===== src/rtl/rename_pkg.sv =====
// Shared types and encodings for the rename/dispatch queue.
// Optional build macro: RENAME_CDB_SNOOP_EN (operands pick up CDB results while queued).
package rename_pkg;

    // Default datapath widths; the queue entry struct is laid out with these.
    localparam int XLEN_P    = 32;
    localparam int ROBID_W_P = 8;
    localparam int OP_W_P    = 5;
    localparam int RD_W_P    = 6;

    // Operand-formation selector, encoded as {uses_rs1, uses_pc}.
    localparam logic [1:0] OPSEL_IMM  = 2'b00;
    localparam logic [1:0] OPSEL_PC   = 2'b01;
    localparam logic [1:0] OPSEL_RS   = 2'b10;
    localparam logic [1:0] OPSEL_BOTH = 2'b11;

    typedef enum logic [1:0] {
        DISP_EXE = 2'd0,
        DISP_LSQ = 2'd1,
        DISP_CSR = 2'd2
    } disp_class_t;

    typedef struct packed {
        logic [OP_W_P-1:0]    op;
        logic [ROBID_W_P-1:0] robid;
        logic [RD_W_P-1:0]    rd;
        logic [XLEN_P-1:0]    imm;
        logic                 op1ready;
        logic [XLEN_P-1:0]    op1;
        logic                 op2ready;
        logic [XLEN_P-1:0]    op2;
        disp_class_t          cls;
    } rename_entry_t;

    // Memory ops win over CSR access; everything else goes to the execute stations.
    function automatic disp_class_t classify(input logic uses_memory, input logic csr_access);
        if (uses_memory) begin
            return DISP_LSQ;
        end else if (csr_access) begin
            return DISP_CSR;
        end
        return DISP_EXE;
    endfunction

endpackage


===== src/rtl/rename_operand_sel.sv =====
// Combinational operand formation for a decoded instruction, including
// capture of a CDB result that arrives in the accept cycle.
// Optional build macro: RENAME_CDB_SNOOP_EN.
module rename_operand_sel
    import rename_pkg::*;
#(
    parameter int XLEN    = 32,
    parameter int ROBID_W = 8
) (
    input  logic              uses_rs1,
    input  logic              uses_rs2,
    input  logic              uses_imm,
    input  logic              uses_pc,
    input  logic [XLEN-3:0]   addr,
    input  logic [XLEN-1:0]   imm,
    input  logic              rs1_valid,
    input  logic [XLEN-1:0]   rs1_tagval,
    input  logic              rs2_valid,
    input  logic [XLEN-1:0]   rs2_tagval,
    input  logic              cdb_valid,
    input  logic [ROBID_W-1:0] cdb_robid,
    input  logic [XLEN-1:0]   cdb_value,
    output logic              op1ready,
    output logic [XLEN-1:0]   op1,
    output logic              op2ready,
    output logic [XLEN-1:0]   op2
);

    logic              raw1_ready;
    logic [XLEN-1:0]   raw1;
    logic              raw2_ready;
    logic [XLEN-1:0]   raw2;

    // Pick operand sources from the decode flags; the illegal rs1+pc combination yields zeros.
    always_comb begin
        raw1_ready = 1'b1;
        raw1       = '0;
        raw2_ready = 1'b1;
        raw2       = '0;
        case ({uses_rs1, uses_pc})
            OPSEL_IMM: begin
                raw1 = imm;
            end
            OPSEL_PC: begin
                raw1 = {addr, 2'b00};
                raw2 = imm;
            end
            OPSEL_RS: begin
                raw1_ready = rs1_valid;
                raw1       = rs1_tagval;
                if (uses_rs2) begin
                    raw2_ready = rs2_valid;
                    raw2       = rs2_tagval;
                end else if (uses_imm) begin
                    raw2 = imm;
                end
            end
            default: begin
                raw1 = '0;
                raw2 = '0;
            end
        endcase
    end

`ifdef RENAME_CDB_SNOOP_EN
    // A tag resolved on the CDB in the accept cycle is stored as a value straight away.
    always_comb begin
        op1ready = raw1_ready;
        op1      = raw1;
        op2ready = raw2_ready;
        op2      = raw2;
        if (cdb_valid && !raw1_ready && raw1[ROBID_W-1:0] == cdb_robid) begin
            op1ready = 1'b1;
            op1      = cdb_value;
        end
        if (cdb_valid && !raw2_ready && raw2[ROBID_W-1:0] == cdb_robid) begin
            op2ready = 1'b1;
            op2      = cdb_value;
        end
    end
`else
    // Wakeup is left to the reservation stations; the RAT result passes through as-is.
    logic unused_cdb;
    assign unused_cdb = ^{cdb_valid, cdb_robid, cdb_value};

    always_comb begin
        op1ready = raw1_ready;
        op1      = raw1;
        op2ready = raw2_ready;
        op2      = raw2;
    end
`endif

endmodule


===== src/rtl/rename_queue.sv =====
// Rename/dispatch stage: in-order buffer between decode and the reservation
// stations. Sources are looked up in the RAT at accept; the oldest entry is
// dispatched to its station whenever that station is not stalled.
// Optional build macro: RENAME_CDB_SNOOP_EN (enqueue capture, per-entry snoop, head bypass).
module rename_queue
    import rename_pkg::*;
#(
    parameter int XLEN    = XLEN_P,
    parameter int ROBID_W = ROBID_W_P,
    parameter int OP_W    = OP_W_P,
    parameter int RD_W    = RD_W_P,
    parameter int DEPTH   = 4
) (
    input  logic               clk,
    input  logic               rst,
    input  logic               decode_valid,
    output logic               decode_ready,
    input  logic [XLEN-3:0]    decode_addr,
    input  logic [OP_W-1:0]    decode_op,
    input  logic [ROBID_W-1:0] decode_robid,
    input  logic [RD_W-1:0]    decode_rd,
    input  logic               decode_uses_rs1,
    input  logic               decode_uses_rs2,
    input  logic               decode_uses_imm,
    input  logic               decode_uses_memory,
    input  logic               decode_uses_pc,
    input  logic               decode_csr_access,
    input  logic [4:0]         decode_rs1,
    input  logic [4:0]         decode_rs2,
    input  logic [XLEN-1:0]    decode_imm,
    output logic               rat_valid,
    output logic [RD_W-1:0]    rat_rd,
    output logic [ROBID_W-1:0] rat_robid,
    output logic [4:0]         rat_rs1,
    output logic [4:0]         rat_rs2,
    input  logic               rat_rs1_valid,
    input  logic               rat_rs2_valid,
    input  logic [XLEN-1:0]    rat_rs1_tagval,
    input  logic [XLEN-1:0]    rat_rs2_tagval,
    input  logic               cdb_valid,
    input  logic [ROBID_W-1:0] cdb_robid,
    input  logic [XLEN-1:0]    cdb_value,
    output logic               disp_exers_write,
    output logic               disp_lsq_write,
    output logic               disp_csr_write,
    output logic [OP_W-1:0]    disp_op,
    output logic [ROBID_W-1:0] disp_robid,
    output logic [RD_W-1:0]    disp_rd,
    output logic [XLEN-1:0]    disp_imm,
    output logic               disp_op1ready,
    output logic               disp_op2ready,
    output logic [XLEN-1:0]    disp_op1,
    output logic [XLEN-1:0]    disp_op2,
    input  logic               exers_stall,
    input  logic               lsq_stall,
    input  logic               csr_stall,
    input  logic               rob_flush
);

    localparam int PTR_W = $clog2(DEPTH);
    localparam int CNT_W = $clog2(DEPTH + 1);

    rename_entry_t      mem_q     [DEPTH];
    rename_entry_t      mem_d     [DEPTH];
    rename_entry_t      snp_entry [DEPTH];
    logic [DEPTH-1:0]   valid_q, valid_d;
    logic [PTR_W-1:0]   head_q, head_d;
    logic [PTR_W-1:0]   tail_q, tail_d;
    logic [CNT_W-1:0]   count_q, count_d;

    logic               full;
    logic               empty;
    logic               accept;
    logic               dispatch;
    logic               head_stall;
    rename_entry_t      head_e;
    rename_entry_t      new_entry;
    logic               new_op1ready, new_op2ready;
    logic [XLEN-1:0]    new_op1, new_op2;

    assign full         = (count_q == CNT_W'(DEPTH));
    assign empty        = (count_q == '0);
    assign decode_ready = !full && !rst;
    assign accept       = decode_valid && decode_ready && !rob_flush;
    assign rat_valid    = accept;
    assign rat_rd       = decode_rd;
    assign rat_robid    = decode_robid;
    assign rat_rs1      = decode_rs1;
    assign rat_rs2      = decode_rs2;

    rename_operand_sel #(
        .XLEN    (XLEN),
        .ROBID_W (ROBID_W)
    ) u_operand_sel (
        .uses_rs1   (decode_uses_rs1),
        .uses_rs2   (decode_uses_rs2),
        .uses_imm   (decode_uses_imm),
        .uses_pc    (decode_uses_pc),
        .addr       (decode_addr),
        .imm        (decode_imm),
        .rs1_valid  (rat_rs1_valid),
        .rs1_tagval (rat_rs1_tagval),
        .rs2_valid  (rat_rs2_valid),
        .rs2_tagval (rat_rs2_tagval),
        .cdb_valid  (cdb_valid),
        .cdb_robid  (cdb_robid),
        .cdb_value  (cdb_value),
        .op1ready   (new_op1ready),
        .op1        (new_op1),
        .op2ready   (new_op2ready),
        .op2        (new_op2)
    );

    // Assemble the entry written at the tail on accept.
    always_comb begin
        new_entry          = '0;
        new_entry.op       = decode_op;
        new_entry.robid    = decode_robid;
        new_entry.rd       = decode_rd;
        new_entry.imm      = decode_imm;
        new_entry.op1ready = new_op1ready;
        new_entry.op1      = new_op1;
        new_entry.op2ready = new_op2ready;
        new_entry.op2      = new_op2;
        new_entry.cls      = classify(decode_uses_memory, decode_csr_access);
    end

    // Per-entry CDB snoop: waiting operands whose tag is broadcast become ready values.
    genvar gi;
    generate
        for (gi = 0; gi < DEPTH; gi++) begin : g_snoop
`ifdef RENAME_CDB_SNOOP_EN
            always_comb begin
                snp_entry[gi] = mem_q[gi];
                if (valid_q[gi] && cdb_valid) begin
                    if (!mem_q[gi].op1ready && mem_q[gi].op1[ROBID_W-1:0] == cdb_robid) begin
                        snp_entry[gi].op1ready = 1'b1;
                        snp_entry[gi].op1      = cdb_value;
                    end
                    if (!mem_q[gi].op2ready && mem_q[gi].op2[ROBID_W-1:0] == cdb_robid) begin
                        snp_entry[gi].op2ready = 1'b1;
                        snp_entry[gi].op2      = cdb_value;
                    end
                end
            end
`else
            assign snp_entry[gi] = mem_q[gi];
`endif
        end
    endgenerate

    // Head view with same-cycle CDB bypass, stall lookup and dispatch strobes.
    always_comb begin
        head_e = mem_q[head_q];
`ifdef RENAME_CDB_SNOOP_EN
        if (cdb_valid && !head_e.op1ready && head_e.op1[ROBID_W-1:0] == cdb_robid) begin
            head_e.op1ready = 1'b1;
            head_e.op1      = cdb_value;
        end
        if (cdb_valid && !head_e.op2ready && head_e.op2[ROBID_W-1:0] == cdb_robid) begin
            head_e.op2ready = 1'b1;
            head_e.op2      = cdb_value;
        end
`endif
        case (head_e.cls)
            DISP_LSQ: head_stall = lsq_stall;
            DISP_CSR: head_stall = csr_stall;
            default:  head_stall = exers_stall;
        endcase
        dispatch         = !empty && !rob_flush && !rst && !head_stall;
        disp_exers_write = dispatch && (head_e.cls == DISP_EXE);
        disp_lsq_write   = dispatch && (head_e.cls == DISP_LSQ);
        disp_csr_write   = dispatch && (head_e.cls == DISP_CSR);
        disp_op          = empty ? '0 : head_e.op;
        disp_robid       = empty ? '0 : head_e.robid;
        disp_rd          = empty ? '0 : head_e.rd;
        disp_imm         = empty ? '0 : head_e.imm;
        disp_op1ready    = empty ? 1'b0 : head_e.op1ready;
        disp_op2ready    = empty ? 1'b0 : head_e.op2ready;
        disp_op1         = empty ? '0 : head_e.op1;
        disp_op2         = empty ? '0 : head_e.op2;
    end

    // Pointer, count and valid-bit updates; flush empties the buffer outright.
    always_comb begin
        head_d  = head_q;
        tail_d  = tail_q;
        count_d = count_q;
        valid_d = valid_q;
        if (rob_flush) begin
            head_d  = '0;
            tail_d  = '0;
            count_d = '0;
            valid_d = '0;
        end else begin
            if (accept) begin
                tail_d          = tail_q + PTR_W'(1);
                valid_d[tail_q] = 1'b1;
            end
            if (dispatch) begin
                head_d          = head_q + PTR_W'(1);
                valid_d[head_q] = 1'b0;
            end
            count_d = count_q + CNT_W'(accept) - CNT_W'(dispatch);
        end
    end

    // Entry storage: snooped contents, with the accepted instruction written at the tail.
    always_comb begin
        mem_d = snp_entry;
        if (accept) begin
            mem_d[tail_q] = new_entry;
        end
    end

    // Control state register.
    always_ff @(posedge clk) begin
        if (rst) begin
            head_q  <= '0;
            tail_q  <= '0;
            count_q <= '0;
            valid_q <= '0;
        end else begin
            head_q  <= head_d;
            tail_q  <= tail_d;
            count_q <= count_d;
            valid_q <= valid_d;
        end
    end

    // Entry payload register; contents are qualified by valid_q and count_q.
    always_ff @(posedge clk) begin
        mem_q <= mem_d;
    end

endmodule

===== config.mk =====
export PLATFORM = sky130hd
export DESIGN_NAME = rename_queue
export DESIGN_NICKNAME = d
export VERILOG_FILES = /design/src/rtl/rename_pkg.sv /design/src/rtl/rename_operand_sel.sv /design/src/rtl/rename_queue.sv
export SDC_FILE = /design/constraint.sdc
export NUM_CORES = 1
export LEC_CHECK = 0
export CAP_MARGIN = 30
export CORE_MARGIN = 3
export CORE_UTILIZATION = 55
export DETAILED_ROUTE_END_ITERATION = 7
export GPL_TIMING_DRIVEN = 0
export PLACE_DENSITY = 0.88
export SLEW_MARGIN = 5
export SYNTH_ARGS = -nofsm -noshare
export SYNTH_HDL_FRONTEND = slang
export SYNTH_SLANG_ARGS = --single-unit

===== constraint.sdc =====
create_clock -name clk -period 9.4 [get_ports clk]
set_clock_uncertainty 0.2 [all_clocks]
set_input_delay 0.94 -clock clk [delete_from_list [all_inputs] [get_ports clk]]
set_output_delay 0.94 -clock clk [all_outputs]
set_load 0.02 [all_outputs]

Word level (Yosys, flattened, before mapping)
Cells that the tools add are included.
Widths: inputs -> output; s select.
- reductions and logical operators: 19
- $lt $le $gt $ge: 3
- mux-type cells: 27
- equality and inequality tests: 5
- bitwise gates (word level): 2
- $add $sub $neg: 4
- operator list (operator ; number):
    $bwmux 476 ; 1
    $mux 119 ; 3
    $bmux 119 s2 ; 1
    $demux 119 s2 ; 1
    $mux 32 ; 5
    $pmux 32 s3 ; 1
    $pmux 32 s2 ; 1
    $logic_and 1x1->1 ; 10
    $mux 8 ; 1
    $mux 1 ; 7
    $ge 3x3->1 const B ; 2
    $mux 2 ; 3
    $mux 6 ; 1
    $not 2->3 ; 2
    $logic_not 1->1 ; 5
    $mux 5 ; 1
    $add 2x1->2 const B ; 2
    $eq 2x1->1 const B ; 2
    $eq 2x2->1 const B ; 2
    $logic_not 2->1 ; 2
    $add 3x1->3 ; 1
    $eq 3x3->1 const B ; 1
    $logic_not 3->1 ; 1
    $lt 3x1->1 const B ; 1
    other kinds (3) ; 3
- output and inout port bits: 146
- register bits after elaboration: 483
- logic and storage cells: 99
- bits of input ports: 211

Depth between registers and ports, before layout
- depth after elaboration: 9
- depth in mapped cells: 17
- mapped depth without buffers: 14

By module
From an unflattened synthesis, not the netlist that was laid out.
- cell total of the unflattened synthesis: 968
- area, all modules: 19603.8 µm²
- by module, submodules not included (module ; cells an instance ; times used ; area an instance (µm²) ; sequential area each (µm²)):
    rename_queue ; 840 ; 1 ; 18669.2 ; 14433.8
    rename_operand_sel ; 128 ; 1 ; 934.6 ; 0.0

Worst setup path after synthesis
No wires, ideal clock.
- path type: in2reg
- start: in decode_valid
- end: reg mem_q[0] (netlist bit) (enable)
- data arrival time: 4834 ps
- path slack: 3874 ps
- path buffers: 0
- data required time: 8708 ps
- library setup time: 492 ps
- stages on the path: 3
- path through: inv_1 nor4_1 and2_1
- longest elaborated chain between the ends: 2
- ends and longest elaborated chain (item ; line ; text):
    from (decl) ; rename_queue.sv:16 ; input logic decode_valid,
    $logic_and 1x1->1 (2 in series) ; rename_queue.sv:84 ; assign accept = decode_valid && decode_ready && !rob_flush;
    via rat_valid ; rename_queue.sv:31 ; output logic rat_valid,
    to (signal assigned) ; rename_queue.sv:233 ; mem_q <= mem_d;
    to (decl) ; rename_queue.sv:63 ; rename_entry_t mem_q [DEPTH];
The timed path passes the listed nets, and every way through them passes these cells.
A chain may end at the register's enable or synchronous reset.

Worst setup path in the final report
- start: reg head_q[1]
- end: out disp_csr_write
- longest elaborated chain between the ends: 9
- elaborated cells between the ends (all ways): 10
- those cells by class: eq/ne: 2; mux: 4; bitwise: 1; reduce/logical: 3
- ends and longest elaborated chain (item ; line ; text):
    from (decl) ; rename_queue.sv:67 ; logic [PTR_W-1:0] head_q, head_d;
    from (signal assigned) ; rename_queue.sv:219 ; head_q <= '0;
    from (signal assigned) ; rename_queue.sv:224 ; head_q <= head_d;
    $not 2->3 (not written as such) * ; rename_queue.sv:154 ; head_e = mem_q[head_q];
    $bmux 119 s2 * ; rename_queue.sv:154 ;
    $mux 119 (not written as such) * (2 in series) ; rename_queue.sv:154 ;
    $eq 2x2->1 / $eq 2x1->1 (equally long branches) ; rename_queue.sv:165, rename_queue.sv:173 ;
    $pmux 1 s2 ; rename_queue.sv:165 ; case (head_e.cls)
    $logic_not 1->1 ; rename_queue.sv:170 ; dispatch = !empty && !rob_flush && !rst && !head_stall;
    $logic_and 1x1->1 ; rename_queue.sv:170 ;
    $logic_and 1x1->1 * ; rename_queue.sv:173 ; disp_csr_write = dispatch && (head_e.cls == DISP_CSR);
    to (decl) ; rename_queue.sv:45 ; output logic disp_csr_write,
Every way passes the cells marked *; elsewhere a longest branch is shown, timed or not. The select of a mux whose other input is x is not followed.

==> reports/metrics.csv <==
stage;metric;value;unit
outcome;outcome;complete, but fails checks;
outcome;violations;design-rule violations;
critical_path;reg2reg_depth;15;
global_routing;grt.total_usage;0.270;
synthesis;synthDistinctLibCells;35;
routing;drtAntennaViolNets;0;
finish;drive_gt1_frac;0.173;
power;p_int;3600;uW
power;ir_drop;0.000137;V
power;combinationalPowerShare;0.069;
critical_path;arrival;4.24;ns
timing;fmax;0.186;GHz
global_routing;grt_use_met3;0.0622;
power;seqPwrFrac;0.530;
die;start_util;0.565;
critical_path;critPathLaunchType;register;
die;die-width;196;um
timing;hold_violations;0;
global_routing;antenna_found_initial;0;
clocking;htree_levels;2;
global_routing;grt_use_met2;0.441;
timing;max-slew-margin-rel;0.313;
critical_path;cp_top_family;buffers and inverters;
synthesis;synth_area;19800;um2
power;p_leak;0.00792;uW
min_path;worstHoldPathType;register to register;
synthesis;synth_area_per_cell;19.1;um2
timing;fin_crit_sh;0.573;
finish;fill_cells;2096;
timing;fin_crit;5.38;ns
clocking;clk_root_buffer_cell;clkbuf_16;
critical_path;path_buf_inv;3;
critical_path;worst-path-stages;8;
timing;grt_setup_unrepaired;false;
die;num_io_pins;357;
synthesis;synth_edf_count;476;
critical_path;crit_type;register to output pin;
critical_path;critPathMaxFanout;10;
die;coreArea;35100;um2
critical_path;path_cells;clkbuf_1 > buf_2 > mux4_2 > ha_1 > a22o_1 > a211oi_1 > and3_1 > clkdlybuf4s50_1;
synthesis;ys_seq_elements;483;
synthesis;synth_ff_type;edfxtp_1;
critical_path;cpPeakStageDelay;0.64;ns
global_routing;grt_max_degree;51;
clocking;cts_tree;built;
clocking;ctsHoldBuffers;0;
placement;gp_congestion;0.853;
global_routing;use_met1;0.371;
global_routing;overflow;0;
routing;drt_iter0_markers;1490;
finish;diodes;0;
clocking;clk_latency;0.53;ns
synthesis;synthArstFlopShare;0;
die;rows;68;
routing;first_pass_iters;8;
routing;dr_total_vias;11600;
synthesis;synth_cells;1037;
routing;wirelength;52000;um
clocking;clock_path_buffers;3;
critical_path;cp_slowest_cell;clkdlybuf4s50_1;
power;p_clk_frac;0.401;
run;max-cap-violations;0;
placement;portBuffers;305;
power;switching_share;0.206;
power;power_density;180;nW/um2
timing;worst_pin_slew;1.02;ns
global_routing;grt_pass1_wl;76500;um
global_routing;top_usage_layer;met2;
finish;nNetsFinal;1624;
power;switching_power;932;uW
die;die_y;196;um
clocking;post_cts_resized;0;
finish;syn_to_final_growth;26.8;%
routing;routedWlPerCell;27.5;um
clocking;cts_made_buffers;47;
critical_path;crit_required;8.26;ns
global_routing;grt_pass1_vias;12000;
synthesis;yosysWarnings;0;
routing;routed_via_density;6.17;
timing;setup_tns;0;ns
clocking;cts_setup_buffers;0;
timing;drv_slew;0;
synthesis;yosysSeqAreaShare;0.728;
placement;dp_hpwl;34500;um
die;dieArea;38300;um2
routing;remaining_drc_errors;2;
critical_path;endpoint_kind;output pin;
min_path;whs_path_depth;2;
clocking;path_clk_slew;0.06;ns
clocking;cts_sinks;483;
timing;hold_ws;0.346;ns
timing;setup_viol;0;
synthesis;syn_nets;1262;
==> cells by family after synthesis <==
| kind of cell | Yosys count | share of synthesized area |
|---|---|---|
| xor+xnor | 1 | 0.000442 |
| flops | 483 | 0.728 |
| fa+ha+maj | 14 | 0.00922 |
| buf+inv | 103 | 0.0289 |
| compound gates | 103 | 0.0387 |
| mux | 121 | 0.136 |
| simple gates | 212 | 0.0581 |
==> power groups by stage <==
stage | combinational [uW] | sequential, uW | clock (uW)
2_1_floorplan | 130 | 2450 | 0
3_3_place_gp | 293 | 2450 | 0
3_5_place_dp | 305 | 2450 | 0
4_1_cts | 309 | 2400 | 1840
5_1_grt | 328 | 2400 | 1920
6_report | 311 | 2400 | 1820
==> per-stage QoR <==
step | cell area [um2] | instances | total power (uW) | setup WS, ns | util
finish | 25100 | 1886 | 4530 | 4.02 | 0.717
CTS | 25100 | 1886 | 4550 | 4.02 | 0.717
floorplan | 19800 | 1037 | 2580 | 3.87 | -
detailed placement | 23700 | 1805 | 2750 | 4.66 | 0.675
global route | 25100 | 1886 | 4640 | 3.80 | 0.717
global placement | 23400 | 1797 | 2740 | 1.68 | 0.669
==> routing by layer <==
metal  share of wire  vias to the layer above
met5               0                        -
met1            0.37                     5859
met3            0.11                      117
li1                -                     4842
met2            0.50                      820
met4           0.030                        0
==> worst paths after layout <==
check / start / endpoint / slack [ns]
worst max-delay path: head_q[1]$_SDFFE_PP0P_ / disp_csr_write / 4.02
worst min-delay path: tail_q[1]$_SDFFE_PP0P_ / tail_q[1]$_SDFFE_PP0P_ / 0.35
worst max register to register: head_q[1]$_SDFFE_PP0P_ / count_q[2]$_SDFF_PP0_ / 4.73
worst min register to register: tail_q[1]$_SDFFE_PP0P_ / tail_q[1]$_SDFFE_PP0P_ / 0.35
==> registers in the layout, indices dropped and copies added, names as in the netlist <==
name     cells
mem_q      476
count_q      3
head_q       2
tail_q       2
==> layout make-up <==
class                   instances  area, um2  share of cell area
clock inverters                19        203             0.00806
repair buffers                313       3270               0.130
flip-flops and latches        483      14400               0.574
multi-input cells             451       4820               0.192
well taps                     455        569              0.0226
clock buffers                  62       1270              0.0506
inverters                      11       41.3             0.00164
plain buffers                  92        532              0.0212
==> cells in the mapped netlist (3+ instances only) <==
cell type / instances / area, um2
edfxtp_1: 476 / 14300
mux4_2: 119 / 2680
nor2b_1: 119 / 744
clkbuf_1: 38 / 143
nor2_1: 36 / 135
nand2_1: 35 / 131
o21ai_0: 34 / 170
a222oi_1: 30 / 300
a21boi_0: 28 / 210
buf_4: 24 / 180
buf_2: 17 / 85.1
ha_1: 13 / 163
inv_1: 11 / 41.3
buf_6: 10 / 113
and2_1: 8 / 50.1
dfxtp_1: 7 / 140
a21boi_1: 4 / 30.0
and3_1: 3 / 18.8
buf_1: 3 / 11.3
==> cell usage in the layout, fill, tap and decap left out, drive strengths merged, types with 2 or more instances in the layout <==
cell type / count
nand2b: 2
inv: 13
nor2b: 119
and2: 8
clkinv: 10
ha: 13
dfxtp: 7
edfxtp: 476
clkinvlp: 3
mux2i: 2
bufinv: 4
a21boi: 32
nor3: 2
mux4: 119
a22oi: 2
clkbuf: 100
nand2: 35
a21oi: 2
nor2: 36
o21ai: 34
or3: 2
and3: 3
buf: 62
a222oi: 30
clkdlybuf4s50: 305
==> worst reg2reg max path, stage by stage, from the launching register on <==
cell and delay [ns]:
dfxtp_1 0.38, clkbuf_1 0.54, buf_2 0.41, mux4_2 0.38
ha_1 0.21, a22o_1 0.27, a211oi_1 0.61, and2_1 0.23
ha_1 0.23, inv_1 0.06, ha_1 0.14, inv_1 0.07
fa_1 0.40, xor2_1 0.16, and2_1 0.16, nor3_1 0.13
Power figures use the tool's default switching activity.
